<file path="src/rtl/ring_pkg.sv">
// Shared types and helpers for the one-hot ring phase monitor.
package ring_pkg;

    // Monitor tracking states
    typedef enum logic [1:0] {
        SEARCH = 2'd0,
        TRACK  = 2'd1,
        LOCKED = 2'd2
    } ring_state_t;

    // Helpers operate on a zero-extended vector so they serve any ring width up to MAX_W
    localparam int MAX_W = 32;

    // Initial ring state: only the MSB of a w-bit ring set
    function automatic logic [MAX_W-1:0] ring_init(input int unsigned w);
        return MAX_W'(1) << (w - 1);
    endfunction

    // Rotate a w-bit ring right by one: {x[0], x[w-1:1]}
    function automatic logic [MAX_W-1:0] rot_right(input logic [MAX_W-1:0] x,
                                                   input int unsigned w);
        return (x >> 1) | (MAX_W'(x[0]) << (w - 1));
    endfunction

    // Exactly one bit set
    function automatic logic onehot(input logic [MAX_W-1:0] x);
        return ($countones(x) == 1);
    endfunction

endpackage

</file>
<file path="src/rtl/ring_onehot_check.sv">
// Combinational one-hot check and phase encoder for a ring sample.
// Phase index counts from the MSB: MSB=0 ... LSB=WIDTH-1. The index is
// only meaningful when is_onehot is set.
module ring_onehot_check
    import ring_pkg::*;
#(
    parameter int WIDTH = 4,
    localparam int PW = $clog2(WIDTH)
) (
    input  logic [WIDTH-1:0] ring_in,
    output logic             is_onehot,
    output logic [PW-1:0]    phase_idx
);

    assign is_onehot = onehot(MAX_W'(ring_in));

    // Each index bit is the OR of ring positions whose MSB-relative index has that bit set
    generate
        for (genvar gi = 0; gi < PW; gi++) begin : g_idx_bit
            logic [WIDTH-1:0] sel;
            for (genvar gj = 0; gj < WIDTH; gj++) begin : g_pos
                localparam int POS = WIDTH - 1 - gj;
                assign sel[gj] = ring_in[gj] & POS[gi];
            end
            assign phase_idx[gi] = |sel;
        end
    endgenerate

endmodule

</file>
<file path="src/rtl/ring_phase_monitor.sv">
// Monitors a right-rotating one-hot ring counter: checks integrity and
// rotation order, locks after LOCK_CNT correct steps, counts revolutions
// and error events. All outputs are registered (one-cycle latency).
module ring_phase_monitor
    import ring_pkg::*;
#(
    parameter int WIDTH    = 4,
    parameter int LOCK_CNT = 4,
    parameter int REV_W    = 16,
    parameter int ERR_W    = 8,
    localparam int PW = $clog2(WIDTH)
) (
    input  logic             clk,
    input  logic             rst,
    input  logic             in_valid,
    input  logic [WIDTH-1:0] ring_in,
    input  logic             clr_err,
    output logic             locked,
    output logic [PW-1:0]    phase,
    output logic             rev_pulse,
    output logic [REV_W-1:0] rev_count,
    output logic             onehot_err,
    output logic             seq_err,
    output logic [ERR_W-1:0] err_count
);

    localparam logic [WIDTH-1:0] RING_INIT = WIDTH'(ring_init(WIDTH));

    ring_state_t      state_reg, state_next;
    logic [WIDTH-1:0] prev_reg, prev_next;
    logic [3:0]       good_cnt_reg, good_cnt_next;
    logic             locked_reg, locked_next;
    logic [PW-1:0]    phase_reg, phase_next;
    logic             rev_pulse_reg, rev_pulse_next;
    logic [REV_W-1:0] rev_count_reg, rev_count_next;
    logic             onehot_err_reg, onehot_err_next;
    logic             seq_err_reg, seq_err_next;
    logic [ERR_W-1:0] err_count_reg, err_count_next;

    logic             in_onehot;
    logic [PW-1:0]    in_phase;
    logic [WIDTH-1:0] ring_rot;
    logic             is_hold;
    logic             is_step;

    ring_onehot_check #(.WIDTH(WIDTH)) u_check (
        .ring_in   (ring_in),
        .is_onehot (in_onehot),
        .phase_idx (in_phase)
    );

    assign ring_rot = WIDTH'(rot_right(MAX_W'(prev_reg), WIDTH));
    assign is_hold  = (ring_in == prev_reg);
    assign is_step  = (ring_in == ring_rot);

    // State and output registers, asynchronously cleared
    always_ff @(posedge clk or posedge rst) begin
        if (rst) begin
            state_reg      <= SEARCH;
            prev_reg       <= '0;
            good_cnt_reg   <= '0;
            locked_reg     <= 1'b0;
            phase_reg      <= '0;
            rev_pulse_reg  <= 1'b0;
            rev_count_reg  <= '0;
            onehot_err_reg <= 1'b0;
            seq_err_reg    <= 1'b0;
            err_count_reg  <= '0;
        end else begin
            state_reg      <= state_next;
            prev_reg       <= prev_next;
            good_cnt_reg   <= good_cnt_next;
            locked_reg     <= locked_next;
            phase_reg      <= phase_next;
            rev_pulse_reg  <= rev_pulse_next;
            rev_count_reg  <= rev_count_next;
            onehot_err_reg <= onehot_err_next;
            seq_err_reg    <= seq_err_next;
            err_count_reg  <= err_count_next;
        end
    end

    // Next-state, counters and output pulses for the current sample
    always_comb begin
        state_next      = state_reg;
        prev_next       = prev_reg;
        good_cnt_next   = good_cnt_reg;
        rev_pulse_next  = 1'b0;
        rev_count_next  = rev_count_reg;
        onehot_err_next = 1'b0;
        seq_err_next    = 1'b0;
        err_count_next  = err_count_reg;

        if (in_valid) begin
            if (!in_onehot) begin
                onehot_err_next = 1'b1;
                state_next      = SEARCH;
            end else begin
                case (state_reg)
                    SEARCH: begin
                        prev_next     = ring_in;
                        good_cnt_next = '0;
                        state_next    = TRACK;
                    end
                    TRACK: begin
                        if (is_hold) begin
                            // repeated sample: upstream has not advanced yet
                        end else if (is_step) begin
                            prev_next     = ring_in;
                            good_cnt_next = good_cnt_reg + 4'd1;
                            if (good_cnt_reg + 4'd1 == 4'(LOCK_CNT))
                                state_next = LOCKED;
                        end else begin
                            // out-of-order before lock just restarts the run quietly
                            prev_next     = ring_in;
                            good_cnt_next = '0;
                        end
                    end
                    LOCKED: begin
                        if (is_hold) begin
                            // repeated sample: upstream has not advanced yet
                        end else if (is_step) begin
                            prev_next = ring_in;
                            if (ring_in == RING_INIT) begin
                                rev_pulse_next = 1'b1;
                                rev_count_next = rev_count_reg + REV_W'(1);
                            end
                        end else begin
                            seq_err_next  = 1'b1;
                            prev_next     = ring_in;
                            good_cnt_next = '0;
                            state_next    = TRACK;
                        end
                    end
                    default: state_next = SEARCH;
                endcase
            end
        end

        // Clear wins over a same-cycle error; count saturates
        if (clr_err)
            err_count_next = '0;
        else if ((onehot_err_next || seq_err_next) && (err_count_reg != '1))
            err_count_next = err_count_reg + ERR_W'(1);
    end

    // Registered lock flag and phase: phase tracks prev only while locked
    always_comb begin
        locked_next = (state_next == LOCKED);
        phase_next  = '0;
        if (locked_next)
            phase_next = (prev_next != prev_reg) ? in_phase : phase_reg;
    end

    assign locked     = locked_reg;
    assign phase      = phase_reg;
    assign rev_pulse  = rev_pulse_reg;
    assign rev_count  = rev_count_reg;
    assign onehot_err = onehot_err_reg;
    assign seq_err    = seq_err_reg;
    assign err_count  = err_count_reg;

endmodule

</file>
<file path="config.mk">
export PLATFORM = sky130hd
export DESIGN_NAME = ring_phase_monitor
export DESIGN_NICKNAME = d
export VERILOG_FILES = /design/src/rtl/ring_pkg.sv /design/src/rtl/ring_onehot_check.sv /design/src/rtl/ring_phase_monitor.sv
export SDC_FILE = /design/constraint.sdc
export NUM_CORES = 1
export LEC_CHECK = 0
export CAP_MARGIN = 15
export CORE_UTILIZATION = 35
export DETAILED_ROUTE_END_ITERATION = 8
export GPL_TIMING_DRIVEN = 0
export PLACE_DENSITY = 0.61
export REMOVE_ABC_BUFFERS = 1
export SLEW_MARGIN = 10
export SYNTH_ARGS = -nofsm -noshare
export SYNTH_HDL_FRONTEND = slang
export SYNTH_SLANG_ARGS = --single-unit
</file>
<file path="constraint.sdc">
create_clock -name clk -period 5.3 [get_ports clk]
set_input_delay 0.795 -clock clk [delete_from_list [all_inputs] [get_ports clk]]
set_output_delay 0.795 -clock clk [all_outputs]
set_load 0.01 [all_outputs]
</file>
* After elaboration in Yosys (flattened, before gate mapping)
Cells that the tools add are included.
** Cells by class
- $add $sub $neg :: 6
- Equal/unequal tests :: 14
- Multiplexer cells :: 34
- Bitwise gates (word level) :: 2
- Reductions and logical operators :: 10
** Operators with widths (count)
- $add A32 B32 Y32 :: 1
- $eq A32 B2 Y1 const B :: 1
- $mux W4 :: 7
- $mux W2 :: 9
- $add A16 B1 Y16 const B :: 1
- $mux W8 :: 2
- $mux W1 :: 13
- $pmux W4 S3 :: 1
- $reduce_and A6 Y1 :: 2
- $add A8 B1 Y8 const B :: 1
- $eq A4 B4 Y1 :: 2
- $ne A8 B8 Y1 const B :: 1
- $pmux W4 S2 :: 1
- $ne A2 B2 Y1 const B :: 3
- $pmux W2 S3 :: 1
- $reduce_or A2 Y1 :: 3
- $add A1 B1 Y2 :: 2
- $add A4 B1 Y4 const B :: 1
- $eq A2 B2 Y1 const B :: 2
- $eq A4 B3 Y1 const B :: 1
- $eq A4 B4 Y1 const B :: 1
- $ne A4 B4 Y1 :: 1
- $or A3 B4 Y4 :: 1
- $reduce_bool A3 Y1 :: 1
- 7 further kinds :: 7
** Storage, ports and cells
- Bits in registers :: 40
- Input port bits :: 8
- Output and inout port bits :: 30
- Logic and storage cells :: 76

* Depth between registers and ports, before layout
- Word-level depth :: 11
- Mapped depth :: 13

* Cells and area by module
From an unflattened synthesis, not the netlist that was laid out.
** Second synthesis, totals
- Cell total of the unflattened synthesis :: 222
- Area, all modules :: 2169.6 um^2
** By module, submodules not included
- ring_phase_monitor :: instances 1, cells an instance 212, area an instance 2074.5 um^2
- ring_onehot_check :: instances 1, cells an instance 10, area an instance 95.1 um^2

* Least setup slack after synthesis
No wires, ideal clock.
- Path kind :: input port to flip-flop
- Start point :: in ring_in[0]
- End point :: reg rev_count_reg[7] (netlist: rev_count[7])
- Setup time :: 0.079 ns
- Arrival :: 3.426 ns
- Path slack :: 1.795 ns
- Stages on the path :: 12
- Path buffers :: 3
- Path through :: buf_2 > inv_1 > ha_1 > ha_1 > fa_1 > nor3b_1 > nand3_1 > or4_1 > buf_2 > buf_6 > nor3_2 > xor2_1
** On the way
- Word-level cells in the longest chain between the ends :: 4
- Elaborated cells between the ends (all ways) :: 8
** RTL lines
- start, declared :: RTL line ring_phase_monitor.sv:16 : input logic [WIDTH-1:0] ring_in,
- $add A1 B1 Y2 (implied by the code) :: RTL line ring_pkg.sv:27 : return ($countones(x) == 1);
- $add A32 B32 Y32 (implied by the code) :: RTL line ring_pkg.sv:27
- $eq A32 B2 Y1 :: RTL line ring_pkg.sv:27
- $reduce_and A6 Y1 (no source line) *
- end signal, assigned :: RTL line ring_phase_monitor.sv:76 : rev_count_reg <= rev_count_next;
- end, declared :: RTL line ring_phase_monitor.sv:35 : logic [REV_W-1:0] rev_count_reg, rev_count_next;
Every way passes the cells marked *; elsewhere a longest branch is shown, timed or not.
A chain may end at the register's enable or synchronous reset.

* Worst setup path in the final report
- Start point :: in ring_in[0]
- End point :: reg phase_reg[1] (netlist: phase[1])
** On the way
- Word-level cells in the longest chain between the ends :: 8
- Elaborated cells between the ends (all ways) :: 22
** RTL lines
- branches (longest 8 deep; another with $add A32 B32 Y32)
- end signal, assigned :: RTL line ring_phase_monitor.sv:74 : phase_reg <= phase_next;
- end, declared :: RTL line ring_phase_monitor.sv:33 : logic [PW-1:0] phase_reg, phase_next;
Parallel ways; which one is timed is not known. The select of a mux whose other input is x is not followed.

==> reports/metrics.cfg <==
[drt]
top_layer=met4
drc=0
wl_met3_um=158
route.antenna.remaining_nets=0
wl_met1_mm=2.18
first_pass_iters=4
wl_per_cell_um=12.7
dr.first_iter.drc_count=75
num_vias=1841
postRouteWirelength_mm=4.52
vias_per_cell=5.16
met2_wirelength_mm=2.11

[min_path]
min_to=rev_count[15]
min_path_cells=1
min-delay-start=rev_count[15]
hold_class=reg2reg

[timing]
setup_viol=0
clock_skew_ns=0.00564
hold_viol=0
slew_violations=0
worstMarginPinSlew_ns=0.885
grt_setup_unrepaired=false
tns_ns=0
setup_ws_ns=0.895
slew-limit-headroom_pct=40.7
fin_crit_sh_pct=83.1
fmax_ghz=0.227
period_minus_slack_ns=4.40

[grt]
grt_pass1_vias=1762
antenna_found_initial=0
grtUsageTotal_pct=14.2
grt_pass1_wl_mm=8.11
grt_max_degree=37
overflow=0

[layout]
syn2layout_area_growth_pct=22.9
finalNetCount=300
largest_reg_flops=16
drive_gt1_share_pct=9.64
diodes=0
design_area_um2=2880
finish.utilization_pct=45.1

[setup_path]
cp-start-kind=input pin
critPathCaptureType=flip-flop
path_class=in2reg
crit_chain=clkdlybuf4s50_1 -> inv_1 -> ha_1 -> ha_1 -> fa_1 -> nor4b_1 -> nand2_1 -> a221oi_1 -> nor3_1 -> a2111oi_0
slowest_stage=clkdlybuf4s50_1
crit_top_cell=ha_1
worstPathRequired_ns=5.45
cp_data_arrival_time_ns=4.56
rr_startpoint=state_reg[0]
max_stage_delay_ns=0.68
r2r_end=phase[1]
r2r_cells=6
cp_max_fo=14
reg2reg_slack_ns=2.52

[synth]
synth_seq_cells=40
synth.most_common_cell=dfrtp_1
syn_area_per_cell_um2=9.67
synth_top_area_share_pct=42.8
syn_inst=242
synth_area_leader_cell=dfrtp_1
ys_warn_count=0
seq_area_frac_synth_pct=42.8
synthFlopType=dfrtp_1
syn-cell-area_um2=2340
synth_cell_types=47
async_flop_share_pct=100
synthTopCellsByArea=dfrtp_1 43%, ha_1 6.4%, nand2_1 5.0%, xor2_1 4.5%, xnor2_1 3.7%
netlist_top_cells_count=40 x dfrtp_1, 31 x nand2_1, 18 x inv_1, 12 x ha_1, 12 x xor2_1
synth_edf_count=0

[floorplan]
die_area_um2=7020
rows=29
die_h_um=83.8
initial_core_util_pct=36.7
io_pins=38
fp.coreArea_um2=6390
die_w_um=83.8

[clocking]
numCtsBuffers=5
hold_buffers=0
postCtsSetupRepairBufs=0
cts_sinks=40
tritoncts=done
htreeDepth=2
cts.path.max_buffers=2
insertion_delay_ns=0.29
cts_resized=0
cts.clk_slew.worst_paths_ns=0.08
clk_root_buffer_cell=clkbuf_8

[power_and_ir_drop]
peakVddDrop_mv=0.196
total_power_mw=0.738
power.leakage_nw=1.27
p_per_area_nw_per_um2=257

[placement]
gp_congestion=0.822
post_dp_cell_area_um2=2790
dp_slack_ns=0.539
hpwl_mm=3.36
port_buffers=37

[job]
maxCapViolations=0

[status]
status=finished, final reports clean

-- layout make-up --
class / count / area, um2
clock buffers: 6 / 82.6
clock inverters: 2 / 10.0
fillers: 627 / 3510
inverters: 18 / 67.6
multi-input cells: 176 / 1230
flip-flops and latches: 40 / 1000
well taps: 77 / 96.3
repair buffers: 38 / 390
-- power breakdown --
group,total [mW],leakage (nW),switching [mW],internal [mW]
clock network,0.209,0.0510,0.105,0.104
logic,0.168,0.677,0.0975,0.0707
registers,0.361,0.539,0.0342,0.327
total,0.738,1.27,0.236,0.502
-- cells in the final DEF, fill, tap and decap left out, types with 3 or more instances in the layout --
| cell | n |
|---|---|
| ha_1 | 12 |
| inv_1 | 17 |
| nor4_1 | 5 |
| and3_1 | 4 |
| nand3_1 | 11 |
| dfrtp_1 | 40 |
| a221oi_1 | 3 |
| xor2_1 | 12 |
| nand2_1 | 31 |
| clkdlybuf4s50_1 | 37 |
| or3_1 | 3 |
| nor3_2 | 7 |
| o22ai_1 | 4 |
| nand4_1 | 5 |
| nor3b_1 | 3 |
| nor2b_1 | 3 |
| xnor2_1 | 10 |
| clkbuf_8 | 6 |
| a21oi_1 | 7 |
| o21ai_0 | 11 |
| nor2_1 | 10 |
| nor3_1 | 3 |
-- stage by stage --
stage          hold slack (ns)  cells
2_1_floorplan            0.468    234
3_3_place_gp             0.456    348
3_5_place_dp             0.466    349
4_1_cts                  0.477    357
5_1_grt                  0.499    357
6_report                 0.475    357
-- critical path: cells and delay by family --
kind,cells,cell delay [ns]
adder cells (fa/ha/maj),3,0.97
AO/OA/AOI/OAI,2,0.88
buffers and inverters,2,0.77
AND/OR/NAND/NOR,3,1.14
-- routing by layer --
| layer | track usage (%) | up-vias |
|---|---|---|
| li1 | - | 929 |
| met1 | 19.0 | 869 |
| met2 | 22.8 | 36 |
| met3 | 3.36 | 7 |
| met4 | 4.31 | 0 |
| met5 | 0 | - |
-- logic make-up after synthesis --
group                      Yosys count  synth area share (%)
DFF                                 40                  42.8
muxes                                3                  1.39
buffers and inverters               26                  4.70
xor gates and xnor gates            23                  8.93
and+or+nand+nor                    101                  24.6
AOI/OAI and AO/OA                   36                  10.4
adders and majority gates           13                  7.27
-- how the worst max path moves through the flow --
stage	start	end	slack [ns]
global placement	ring_in[0]	phase[0]	0.58
floorplan	ring_in[0]	rev_count[14]	1.80
global route	ring_in[0]	phase[0]	0.56
detailed placement	ring_in[0]	phase[0]	0.54
finish	ring_in[0]	phase[1]	0.90
CTS	ring_in[0]	phase[0]	0.85
(Power assumes the default switching activity.)
